--- config.mk ---
export PLATFORM = sky130hd
export DESIGN_NAME = morse_keyer
export DESIGN_NICKNAME = d
export VERILOG_FILES = /design/src/rtl/morse_pkg.sv /design/src/rtl/morse_rom.sv /design/src/rtl/morse_keyer.sv
export SDC_FILE = /design/constraint.sdc
export NUM_CORES = 1
export LEC_CHECK = 0
export CORE_AREA = 2 2 46 80
export CTS_CLUSTER_SIZE = 30
export DETAILED_ROUTE_END_ITERATION = 8
export DIE_AREA = 0 0 48 82
export GPL_TIMING_DRIVEN = 0
export HOLD_SLACK_MARGIN = 0.03
export SKIP_LAST_GASP = 1
export SLEW_MARGIN = 20
export SYNTH_ARGS = -nofsm -noshare
export SYNTH_HDL_FRONTEND = slang
export SYNTH_SLANG_ARGS = --single-unit
--- constraint.sdc ---
create_clock -name clk_in -period 3.2 [get_ports clk_in]
set_input_delay 0.32 -clock clk_in [delete_from_list [all_inputs] [get_ports clk_in]]
set_output_delay 0.32 -clock clk_in [all_outputs]
set_load 0.03 [all_outputs]
--- src/rtl/morse_pkg.sv ---
// ---------------------------------------------------------------------------
// morse_pkg : shared state encoding and unit-timing constants for the keyer
// Revision  : 1.0
// ---------------------------------------------------------------------------
`default_nettype none

package morse_pkg;

    typedef enum logic [2:0] {
        S_IDLE  = 3'd0,
        S_ALIGN = 3'd1,
        S_MARK  = 3'd2,
        S_EGAP  = 3'd3,
        S_CGAP  = 3'd4,
        S_WORD  = 3'd5
    } state_t;

    localparam logic [5:0] CODE_SPACE     = 6'd36;
    localparam logic [5:0] CODE_MAX_VALID = 6'd36;

    localparam int MAX_LEN          = 5;
    localparam int DASH_UNITS       = 3;
    localparam int CGAP_UNITS       = 3;
    localparam int WORD_EXTRA_UNITS = 4;

    // Counter loads: a state lasts (load + 1) units, and the tick that ends a
    // mark already counts as the first unit of the following gap.
    localparam logic [1:0] UCNT_DASH = 2'(DASH_UNITS - 1);
    localparam logic [1:0] UCNT_CGAP = 2'(CGAP_UNITS - 2);
    localparam logic [1:0] UCNT_WORD = 2'(WORD_EXTRA_UNITS - 1);

    function automatic logic [1:0] mark_load(input logic is_dash);
        return is_dash ? UCNT_DASH : 2'd0;
    endfunction

endpackage

`default_nettype wire

--- src/rtl/morse_rom.sv ---
// ---------------------------------------------------------------------------
// morse_rom : combinational code -> {valid, len, pat} table (ITU Morse)
// Revision  : 1.0
// ---------------------------------------------------------------------------
`default_nettype none

module morse_rom
    import morse_pkg::*;
(
    input  logic [5:0]         char_code,
    output logic               valid,
    output logic [2:0]         len,
    output logic [MAX_LEN-1:0] pat
);

    // pat[0] is the first element sent; 1 = dash, 0 = dot.
    always_comb begin
        valid = (char_code <= CODE_MAX_VALID);
        len   = 3'd0;
        pat   = '0;
        case (char_code)
            6'd0:  {len, pat} = {3'd2, 5'b00010}; // A
            6'd1:  {len, pat} = {3'd4, 5'b00001}; // B
            6'd2:  {len, pat} = {3'd4, 5'b00101}; // C
            6'd3:  {len, pat} = {3'd3, 5'b00001}; // D
            6'd4:  {len, pat} = {3'd1, 5'b00000}; // E
            6'd5:  {len, pat} = {3'd4, 5'b00100}; // F
            6'd6:  {len, pat} = {3'd3, 5'b00011}; // G
            6'd7:  {len, pat} = {3'd4, 5'b00000}; // H
            6'd8:  {len, pat} = {3'd2, 5'b00000}; // I
            6'd9:  {len, pat} = {3'd4, 5'b01110}; // J
            6'd10: {len, pat} = {3'd3, 5'b00101}; // K
            6'd11: {len, pat} = {3'd4, 5'b00010}; // L
            6'd12: {len, pat} = {3'd2, 5'b00011}; // M
            6'd13: {len, pat} = {3'd2, 5'b00001}; // N
            6'd14: {len, pat} = {3'd3, 5'b00111}; // O
            6'd15: {len, pat} = {3'd4, 5'b00110}; // P
            6'd16: {len, pat} = {3'd4, 5'b01011}; // Q
            6'd17: {len, pat} = {3'd3, 5'b00010}; // R
            6'd18: {len, pat} = {3'd3, 5'b00000}; // S
            6'd19: {len, pat} = {3'd1, 5'b00001}; // T
            6'd20: {len, pat} = {3'd3, 5'b00100}; // U
            6'd21: {len, pat} = {3'd4, 5'b01000}; // V
            6'd22: {len, pat} = {3'd3, 5'b00110}; // W
            6'd23: {len, pat} = {3'd4, 5'b01001}; // X
            6'd24: {len, pat} = {3'd4, 5'b01101}; // Y
            6'd25: {len, pat} = {3'd4, 5'b00011}; // Z
            6'd26: {len, pat} = {3'd5, 5'b11111}; // 0
            6'd27: {len, pat} = {3'd5, 5'b11110}; // 1
            6'd28: {len, pat} = {3'd5, 5'b11100}; // 2
            6'd29: {len, pat} = {3'd5, 5'b11000}; // 3
            6'd30: {len, pat} = {3'd5, 5'b10000}; // 4
            6'd31: {len, pat} = {3'd5, 5'b00000}; // 5
            6'd32: {len, pat} = {3'd5, 5'b00001}; // 6
            6'd33: {len, pat} = {3'd5, 5'b00011}; // 7
            6'd34: {len, pat} = {3'd5, 5'b00111}; // 8
            6'd35: {len, pat} = {3'd5, 5'b01111}; // 9
            default: {len, pat} = {3'd0, 5'b00000};
        endcase
    end

endmodule

`default_nettype wire

--- src/rtl/morse_keyer.sv ---
// ---------------------------------------------------------------------------
// morse_keyer : one character per valid/ready transfer, keyed with Morse timing
// Revision    : 1.0
// ---------------------------------------------------------------------------
`default_nettype none

module morse_keyer
    import morse_pkg::*;
#(
    parameter logic KEY_ACTIVE = 1'b1
) (
    input  logic       clk_in,
    input  logic       reset,
    input  logic       tick,
    input  logic       char_valid,
    input  logic [5:0] char_code,
    output logic       char_ready,
    output logic       key_out,
    output logic       busy,
    output logic       err
);

    state_t               state, state_nxt;
    logic [MAX_LEN-1:0]   pat_sr, pat_nxt;
    logic [2:0]           ecnt, ecnt_nxt;
    logic [1:0]           ucnt, ucnt_nxt;
    logic                 key_nxt, err_nxt;
    logic                 accept;
    logic                 rom_valid;
    logic [2:0]           rom_len;
    logic [MAX_LEN-1:0]   rom_pat;

    morse_rom u_rom (
        .char_code (char_code),
        .valid     (rom_valid),
        .len       (rom_len),
        .pat       (rom_pat)
    );

    assign char_ready = (state == S_IDLE) && !reset;
    assign busy       = (state != S_IDLE);
    assign accept     = char_valid && char_ready;

    always_ff @(posedge clk_in or posedge reset) begin
        if (reset) begin
            state   <= S_IDLE;
            pat_sr  <= '0;
            ecnt    <= 3'd0;
            ucnt    <= 2'd0;
            key_out <= ~KEY_ACTIVE;
            err     <= 1'b0;
        end else begin
            state   <= state_nxt;
            pat_sr  <= pat_nxt;
            ecnt    <= ecnt_nxt;
            ucnt    <= ucnt_nxt;
            key_out <= key_nxt;
            err     <= err_nxt;
        end
    end

    always_comb begin
        state_nxt = state;
        pat_nxt   = pat_sr;
        ecnt_nxt  = ecnt;
        ucnt_nxt  = ucnt;
        key_nxt   = key_out;
        err_nxt   = 1'b0;
        case (state)
            S_IDLE: begin
                // Ticks are ignored here so a tick on the accept edge never counts.
                if (accept) begin
                    if (char_code == CODE_SPACE) begin
                        ucnt_nxt  = UCNT_WORD;
                        state_nxt = S_WORD;
                    end else if (rom_valid) begin
                        pat_nxt   = rom_pat;
                        ecnt_nxt  = rom_len;
                        state_nxt = S_ALIGN;
                    end else begin
                        err_nxt   = 1'b1;
                    end
                end
            end
            S_ALIGN, S_EGAP: begin
                if (tick) begin
                    key_nxt   = KEY_ACTIVE;
                    ucnt_nxt  = mark_load(pat_sr[0]);
                    state_nxt = S_MARK;
                end
            end
            S_MARK: begin
                if (tick) begin
                    if (ucnt == 2'd0) begin
                        key_nxt  = ~KEY_ACTIVE;
                        pat_nxt  = pat_sr >> 1;
                        ecnt_nxt = (ecnt != 3'd0) ? ecnt - 3'd1 : 3'd0;
                        if (ecnt > 3'd1) begin
                            state_nxt = S_EGAP;
                        end else begin
                            ucnt_nxt  = UCNT_CGAP;
                            state_nxt = S_CGAP;
                        end
                    end else begin
                        ucnt_nxt = ucnt - 2'd1;
                    end
                end
            end
            S_CGAP, S_WORD: begin
                if (tick) begin
                    if (ucnt == 2'd0) begin
                        state_nxt = S_IDLE;
                    end else begin
                        ucnt_nxt = ucnt - 2'd1;
                    end
                end
            end
            default: begin
                state_nxt = S_IDLE;
                key_nxt   = ~KEY_ACTIVE;
            end
        endcase
    end

endmodule

`default_nettype wire

==> results.yml, run 1 <==
die:
  boundaryPins: 14
  chipWidth_um: 48
  start_util_pct: 42.8
  num_rows: 28
  core-area_um2: 3330
  die_area_um2: 3940
  dieHeight_um: 82
detailed_routing:
  first_pass_iters: 4
  drc: 0
  wl_per_cell_um: 16.3
  viasPerCell: 5.97
  totalWireLength_mm: 3.95
  drt_iter0_drc: 60
  vias: 1445
  ant_nets: 0
clock_network:
  post_cts_resized: 0
  cts_made_buffers: 3
  clk-insertion-delay-late_ns: 0.25
  htreeDepth: 1
  ctsHoldBuffers: 0
  cts_tree: "yes"
  cts_setup_buffers: 0
  cts-root-buf: "clkbuf_8"
  cts_max_path_buffers: 2
  clock-sinks: 15
  clk_pin_slew_ns: 0.06
critical_path:
  cp_data_required_time_ns: 3.33
  startpoint: "char_code[0]"
  rr_endpoint: "pat_sr[2]"
  cp.arrival_ns: 2.48
  cp-endpoint: "pat_sr[2]"
  critical_path_class: "primary input to flip-flop"
  critPathLaunchType: "primary input"
  end_kind: "flip-flop"
  r2r_start: "state[0]"
  crit_fanout: 11
  ff2ff_setup_slack_ns: 1.54
  reg2reg_depth: 6
timing:
  max_slew.worst_pin.slew_ns: 0.586
  slew_headroom_pct: 60.9
  setup_viol_count_final: 0
  max_freq_mhz: 425
  fin_setup_tns_ns: 0
  period_share_pct: 73.6
  period_minus_slack_ns: 2.36
  final_max_slew_viol_count: 0
  hold_violations: 0
  rsz0062_at_grt: "no"
  fin_skew_ns: 0.00778
synth:
  mappedNetlistArea_um2: 1430
  synth_seq_area_share_pct: 26.3
  netlist.area_leader.share_pct: 26.3
  synth_area_leader_cell: "dfrtp_1"
  synth-seq-cells: 15
  syn_nets: 200
  ys_types: 44
  synth-edff-count: 0
  ys_top_cells_by_area: "dfrtp_1 (26%), ha_1 (7.9%), nand2_1 (4.7%)"
  synthCells: 181
  yosys_warnings: 0
  synthArstFlopShare_pct: 100
  ys.flop_type: "dfrtp_1"
  syn_avg_cell_area_um2: 7.87
finish:
  fin_util_pct: 49.5
  nNetsFinal: 217
  layout-drive-gt1-share_pct: 10.7
  antenna_cells: 0
  synthToLayoutAreaGrowth_pct: 15.5
power_and_ir_drop:
  powerDensity_nw_per_um2: 716
  ir_drop_mv: 0.301
  leakage_nw: 0.725
placed_design:
  place_congestion: 0.896
  dpl.hpwl_mm: 3.17
  portBuffers: 12
global_route:
  track_usage_pct: 23.1
  grt_pass1_vias: 1461
  grt_pass1_wl_mm: 6.43
  antenna_found_initial: 0
  grt_overflow: 0
  grt_start_max_net_pins: 16
job:
  cap_violations: 0
outcome:
  outcome: "finished, final reports clean"
min_path:
  hold_class: "primary input to async pin"
==> cell usage after synthesis, drive strengths merged (2+ instances only) <==
cell and count:
dfrtp 15, ha 9, o21ai 13, nand3 4, a22oi 2, a31oi 4
a21oi 14, nor3 7, buf 9, o211ai 5, nor2b 9, nand2 18
a21o 2, inv 17, nor2 18, nand2b 2, o31ai 2, o22ai 5
a221oi 2, mux2i 6
==> critical path, stage by stage <==
cell	delay (ns)
clkdlybuf4s50_1	0.72
inv_1	0.15
ha_1	0.40
mux4_2	0.47
nor2b_1	0.14
o21ai_0	0.18
a21oi_1	0.09
==> worst min path at each step <==
stage	end	slack [ns]	depth (start not counted)
6_report	pat_sr[1]	0.48	2
5_1_grt	key_out	0.52	2
4_1_cts	pat_sr[0]	0.49	2
3_5_place_dp	pat_sr[0]	0.48	2
3_3_place_gp	key_out	0.47	2
2_1_floorplan	ecnt[0]	0.22	1
==> area by class of cell <==
cell class,instances,area [µm²]
Sequential cell,15,375
Fill cell,341,1680
Tap cell,45,56.3
Buffer,10,53.8
Multi-Input combinational cell,139,932
Inverter,17,63.8
Clock buffer,4,45.0
Timing Repair Buffer,12,120
==> cells in the final DEF, fill, tap and decap left out, types with 2 or more instances in the layout <==
cell type	netlist	routed
o21ai_0	13	13
o211ai_1	4	4
mux2i_1	6	6
nor3_1	5	5
nor2b_1	9	9
ha_1	9	9
nor3_4	2	2
a221oi_1	2	2
clkdlybuf4s50_1	0	12
nand2b_1	2	2
inv_1	17	17
nor2_1	18	18
o31ai_1	2	2
clkbuf_8	0	3
buf_2	7	7
nand2_1	18	18
o22ai_1	5	5
a22oi_1	2	2
dfrtp_1	15	15
a21oi_1	13	13
clkbuf_1	1	2
nand3_1	4	4
a31oi_1	4	4
==> metal layers <==
metal	vias to the layer above	wire, µm	track usage [%]
met2	52	2270	44.5
met4	0	138	13.8
li1	684	-	-
met1	698	1420	20.9
met5	-	0	0
met3	11	116	1.76
==> power by group <==
part           leakage, nW  switching (mW)  internal (mW)
combinational        0.519           0.415          0.271
clock               0.0228          0.0674         0.0883
sequential           0.183          0.0645          0.273
total                0.725           0.547          0.632
==> kinds of logic (layout without fill, tap and decap cells) <==
logic type               Yosys count  in the layout  synth area share [%]
multiplexers                       8              8                  6.58
AO/OA/AOI/OAI                     60             60                  28.8
flip-flops                        15             15                  26.3
adder cells (fa/ha/maj)            9              9                  7.90
buffers and inverters             27             43                  8.25
AND/OR/NAND/NOR                   62             62                  22.1
==> registers in the layout, summed over array words and instances, names as in the netlist <==
| signal | flops |
|---|---|
| err | 1 |
| ucnt | 2 |
| state | 3 |
| key_out | 1 |
| pat_sr | 5 |
| ecnt | 3 |
==> metrics by stage <==
stage / std cells / power (mW) / worst slack, ns / cell area, µm² / hold WS [ns]
2_1_floorplan: 181 / 0.840 / 1.51 / 1430 / 0.221
3_5_place_dp: 238 / 1.03 / 0.574 / 1600 / 0.476
3_3_place_gp: 238 / 1.01 / 0.611 / 1600 / 0.468
6_report: 242 / 1.18 / 0.845 / 1650 / 0.481
4_1_cts: 242 / 1.19 / 0.845 / 1650 / 0.490
5_1_grt: 242 / 1.28 / 0.766 / 1650 / 0.517
Note: power is estimated with default switching activity, not from simulation.
==> run 2, diff against run 1 <==
- PLACE_DENSITY: not set -> 0.66
- clock period: 3.2 -> 1.91 ns (I/O delays scaled with it)
==> run 2 against run 1 <==
  * Power up 65%
  * Hold slack worse by 0.13 ns
  * Register-to-register slack worse by 1.3 ns
  * First-iteration DRC count down 1.7%
==> results.yml, run 2 (synthesis gave the netlist of run 1 again) <==
outcome:
  outcome: "finished, final reports clean"
finish:
  fill_cells: 332
  fin_util_pct: 49.1
  most-common-layout-cells: "nand2_1 (18), nor2_1 (18), inv_1 (17), dfrtp_1 (15), a21oi_1 (13)"
  seq_area_um2: 375
  layout.cells.non_filler: 242
  largest-register: "pat_sr"
  synthToLayoutAreaGrowth_pct: 14.7
  multi_input_area_um2: 932
  layout-drive-gt1-share_pct: 11.7
  largest_reg_flops: 5
  nNetsFinal: 217
  stdcell_area_um2: 1640
  largestRegisters: "pat_sr: 5 flops, ecnt: 3 flops, state: 3 flops"
  antenna_cells: 0
detailed_routing:
  drc: 0
  ant_nets: 0
  drt_iter0_drc: 59
  vias: 1405
  wl_per_cell_um: 15.4
  first_pass_iters: 4
  totalWireLength_mm: 3.73
  viasPerCell: 5.81
timing:
  fin_skew_ns: 0.00304
  hold_violations: 0
  fin_ws_ns: 0.0757
  period_share_pct: 96.0
  setup_viol_count_final: 0
  period_minus_slack_ns: 1.83
  max_slew.worst_pin.slew_ns: 0.591
  fin_setup_tns_ns: 0
  final_max_slew_viol_count: 0
  rsz0062_at_grt: "no"
  hold-worst-slack_ns: 0.355
  max_freq_mhz: 545
  slew_headroom_pct: 60.6
placed_design:
  dpl.hpwl_mm: 3.06
  place_congestion: 0.880
  dp.cells: 238
  place_area_um2: 1600
  portBuffers: 12
  post-place-ws_ns: -0.667
die:
  boundaryPins: 14
  die_area_um2: 3940
  num_rows: 28
  start_util_pct: 42.8
  chipWidth_um: 48
  core-area_um2: 3330
  dieHeight_um: 82
clock_network:
  clock-sinks: 15
  cts_made_buffers: 3
  cts_tree: "yes"
  clk-insertion-delay-late_ns: 0.25
  clk_pin_slew_ns: 0.06
  cts_max_path_buffers: 2
  ctsHoldBuffers: 0
  cts_setup_buffers: 0
  htreeDepth: 1
  cts-root-buf: "clkbuf_8"
global_route:
  grt_pass1_vias: 1394
  grt_pass1_wl_mm: 6.19
  track_usage_pct: 21.8
  grt_start_max_net_pins: 16
  grt_overflow: 0
  antenna_found_initial: 0
power_and_ir_drop:
  powerDensity_nw_per_um2: 1190
  leakage_nw: 0.726
  ir_drop_mv: 0.541
  p_total_mw: 1.95
min_path:
  hold_class: "primary input to async pin"
critical_path:
  cp_data_required_time_ns: 1.72
  max_stage_delay_ns: 0.40
  crit_fanout: 10
  critPathLaunchType: "flip-flop"
  cp_slowest_cell: "or3_4"
  end_kind: "output port"
  critical_path_class: "flip-flop to output port"
  cp.arrival_ns: 1.64
  path_cells: "buf_6 > or3_4 > nor2_1 > clkdlybuf4s15_1"
job:
  cap_violations: 0
## run 2: cell types whose count changed in the layout (fill, tap and decap cells not counted)
cell	before	now
clkbuf_2	0	2
o21ai_0	13	12
clkdlybuf4s15_1	0	1
clkdlybuf4s50_1	12	8
dlygate4sd2_1	0	1
o21ai_1	0	1
## run 2: worst max-delay path: cells and delay by family, from the launching register on
kind,cells,cell delay (ns)
buffers and inverters,2,0.51
and+or+nand+nor,2,0.50
DFF,1,0.37
## run 2: area by class of cell
cell class / instances / share of cell area [%]
plain buffers: 10 / 3.29
clock buffers: 4 / 2.75
inverters: 17 / 3.90
multi-input cells: 139 / 57.0
flip-flops and latches: 15 / 23.0
well taps: 45 / 3.44
repair buffers: 12 / 6.66
## run 2: what timing repair did
item / in CTS / in global routing
hold endpoints to repair: 0 / 0
gates resized for setup: 7 / 3
setup endpoints to repair: 7 / 5
## run 2: metal layers
metal | track usage (%) | vias to the layer above | wire [µm]
li1 | - | 685 | -
met1 | 20.1 | 658 | 1290
met5 | 0 | - | 0
met4 | 13.8 | 0 | 192
met3 | 1.98 | 15 | 131
met2 | 41.2 | 47 | 2110
## run 2: path summary, 6_finish.rpt
check                      cells after the start  slack, ns          to  startpoint
max                                            4       0.08  char_ready    state[0]
min                                            2       0.35   pat_sr[4]       reset
max reg2reg                                    6       0.25   pat_sr[2]    state[0]
min reg2reg                                    2       0.48     key_out     key_out
max in group asynchronous                      2       1.17     ucnt[1]       reset
min in group clk_in                            2       0.48     key_out     key_out
## run 2: where the power goes
| part | switching, mW | total (mW) | leakage (nW) | internal [mW] |
|---|---|---|---|---|
| combinational | 0.684 | 1.12 | 0.520 | 0.438 |
| sequential | 0.106 | 0.563 | 0.183 | 0.457 |
| clock | 0.117 | 0.265 | 0.0228 | 0.148 |
==> run 3, diff against run 2 <==
- PLACE_DENSITY: 0.66 -> not set
- clock period: 1.91 -> 2.15 ns (I/O delays scaled with it)
==> run 3 against run 2 <==
  * Combinational power shrank 9%
  * Critical endpoint is now busy
  * Register-to-register slack better by 0.23 ns
  * Critical path depth fell by 1
  * Sequential power down 11%
  * First-iteration DRC count is the same
  * Largest cell class unchanged
  * Cell count did not move
  * Clock skew increased by 0.0020 ns
  * Clock power down 14%
  * Utilization up 0.23 points
  * Count of clock-buffer cells in the layout unchanged
  * Largest power group unchanged
  * Critical path type unchanged
==> results.yml, run 3 (synthesis gave the netlist of run 1 again) <==
finish:
  largestRegisters: "pat_sr: 5 flops, ecnt: 3 flops, state: 3 flops"
  layout-drive-gt1-share_pct: 10.7
  nNetsFinal: 217
  antenna_cells: 0
  synthToLayoutAreaGrowth_pct: 15.3
  largest_reg_flops: 5
  largest-register: "pat_sr"
  stdcell_area_um2: 1640
  most-common-layout-cells: "nand2_1 (18), nor2_1 (18), inv_1 (17), dfrtp_1 (15)"
die:
  core-area_um2: 3330
  num_rows: 28
  chipWidth_um: 48
  boundaryPins: 14
  dieHeight_um: 82
  die_area_um2: 3940
  start_util_pct: 42.8
clock_network:
  clk-insertion-delay-late_ns: 0.25
  cts_made_buffers: 3
  cts_setup_buffers: 0
  clk_pin_slew_ns: 0.06
  ctsHoldBuffers: 0
  clock-sinks: 15
  cts_tree: "yes"
  cts-root-buf: "clkbuf_8"
  cts_max_path_buffers: 2
  htreeDepth: 1
detailed_routing:
  totalWireLength_mm: 3.95
  vias: 1431
  first_pass_iters: 4
  drc: 0
  ant_nets: 0
  viasPerCell: 5.91
  wl_per_cell_um: 16.3
  drt_iter0_drc: 59
timing:
  slew_headroom_pct: 61.0
  setup_viol_count_final: 0
  fin_ws_ns: 0.158
  period_minus_slack_ns: 1.99
  max_freq_mhz: 502
  hold_violations: 0
  fin_skew_ns: 0.00507
  max_slew.worst_pin.slew_ns: 0.584
  final_max_slew_viol_count: 0
  period_share_pct: 92.7
  rsz0062_at_grt: "no"
global_route:
  grt_start_max_net_pins: 16
  track_usage_pct: 23.1
  antenna_found_initial: 0
  grt_pass1_vias: 1461
  grt_pass1_wl_mm: 6.43
  grt_overflow: 0
critical_path:
  end_kind: "output port"
  ff2ff_setup_slack_ns: 0.48
  crit_fanout: 10
  critPathLaunchType: "flip-flop"
  reg2reg_depth: 6
  critical_path_class: "flip-flop to output port"
  crit_family: "buffers and inverters"
  cp_slowest_cell: "clkdlybuf4s50_1"
  max_stage_delay_ns: 0.61
  path_buf_inv: 2
  cp_data_required_time_ns: 1.93
  path_depth: 3
  cp.arrival_ns: 1.78
  path_cells: "buf_6 > or3_4 > clkdlybuf4s50_1"
placed_design:
  post-place-ws_ns: -0.371
  place_congestion: 0.896
  dpl.hpwl_mm: 3.17
  place_area_um2: 1600
  portBuffers: 12
power_and_ir_drop:
  ir_drop_mv: 0.447
  powerDensity_nw_per_um2: 1060
  leakage_nw: 0.731
min_path:
  hold_class: "primary input to async pin"
outcome:
  outcome: "finished, final reports clean"
job:
  cap_violations: 0
==> run 3: area by class of cell <==
type	count	area (µm²)
fillers	343	1690
multi-input cells	139	932
flip-flops and latches	15	375
repair buffers	12	116
inverters	17	63.8
well taps	45	56.3
plain buffers	10	53.8
clock buffers	4	45.0
==> run 3: routing by layer <==
layer | GRT usage, % | routed length [µm] | vias to the layer above
li1 | - | - | 683
met1 | 20.9 | 1420 | 686
met2 | 44.5 | 2290 | 51
met3 | 1.76 | 109 | 11
met4 | 13.8 | 138 | 0
met5 | 0 | 0 | -
==> run 3: power breakdown <==
| part | switching, mW | leakage [nW] | internal, mW |
|---|---|---|---|
| clock network | 0.0970 | 0.0228 | 0.131 |
| registers | 0.0958 | 0.183 | 0.406 |
| logic | 0.620 | 0.525 | 0.398 |
==> run 3: worst register-to-register path: cells and delay by family, from the launching register on <==
| family | cells | cell delay, ns |
|---|---|---|
| compound gates | 3 | 0.46 |
| flops | 1 | 0.37 |
| buf+inv | 1 | 0.15 |
| simple gates | 2 | 0.57 |
==> run 3: timing repair <==
| action | in CTS | in global routing |
|---|---|---|
| setup endpoints to repair | 3 | 0 |
| endpoints found under the hold margin | 0 | 0 |
| resized for setup | 3 | 0 |
==> run 3: final timing paths <==
| path | startpoint | to |
|---|---|---|
| max | state[0] | busy |
| min | reset | pat_sr[1] |
| max reg2reg | state[0] | pat_sr[2] |
| min reg2reg | key_out | key_out |
| max in group asynchronous | reset | pat_sr[2] |
| min in group clk_in | key_out | key_out |
==> run 3: stage by stage <==
stage	power (mW)	hold slack, ns	util, %	cells	TNS [ns]
6_report	1.75	0.380	49.4	242	0
5_1_grt	1.90	0.460	49.4	242	0
4_1_cts	1.76	0.400	49.4	242	0
3_5_place_dp	1.53	0.476	48.1	238	-1.29
3_3_place_gp	1.50	0.468	48.1	238	-0.974
2_1_floorplan	1.25	0.116	-	181	0
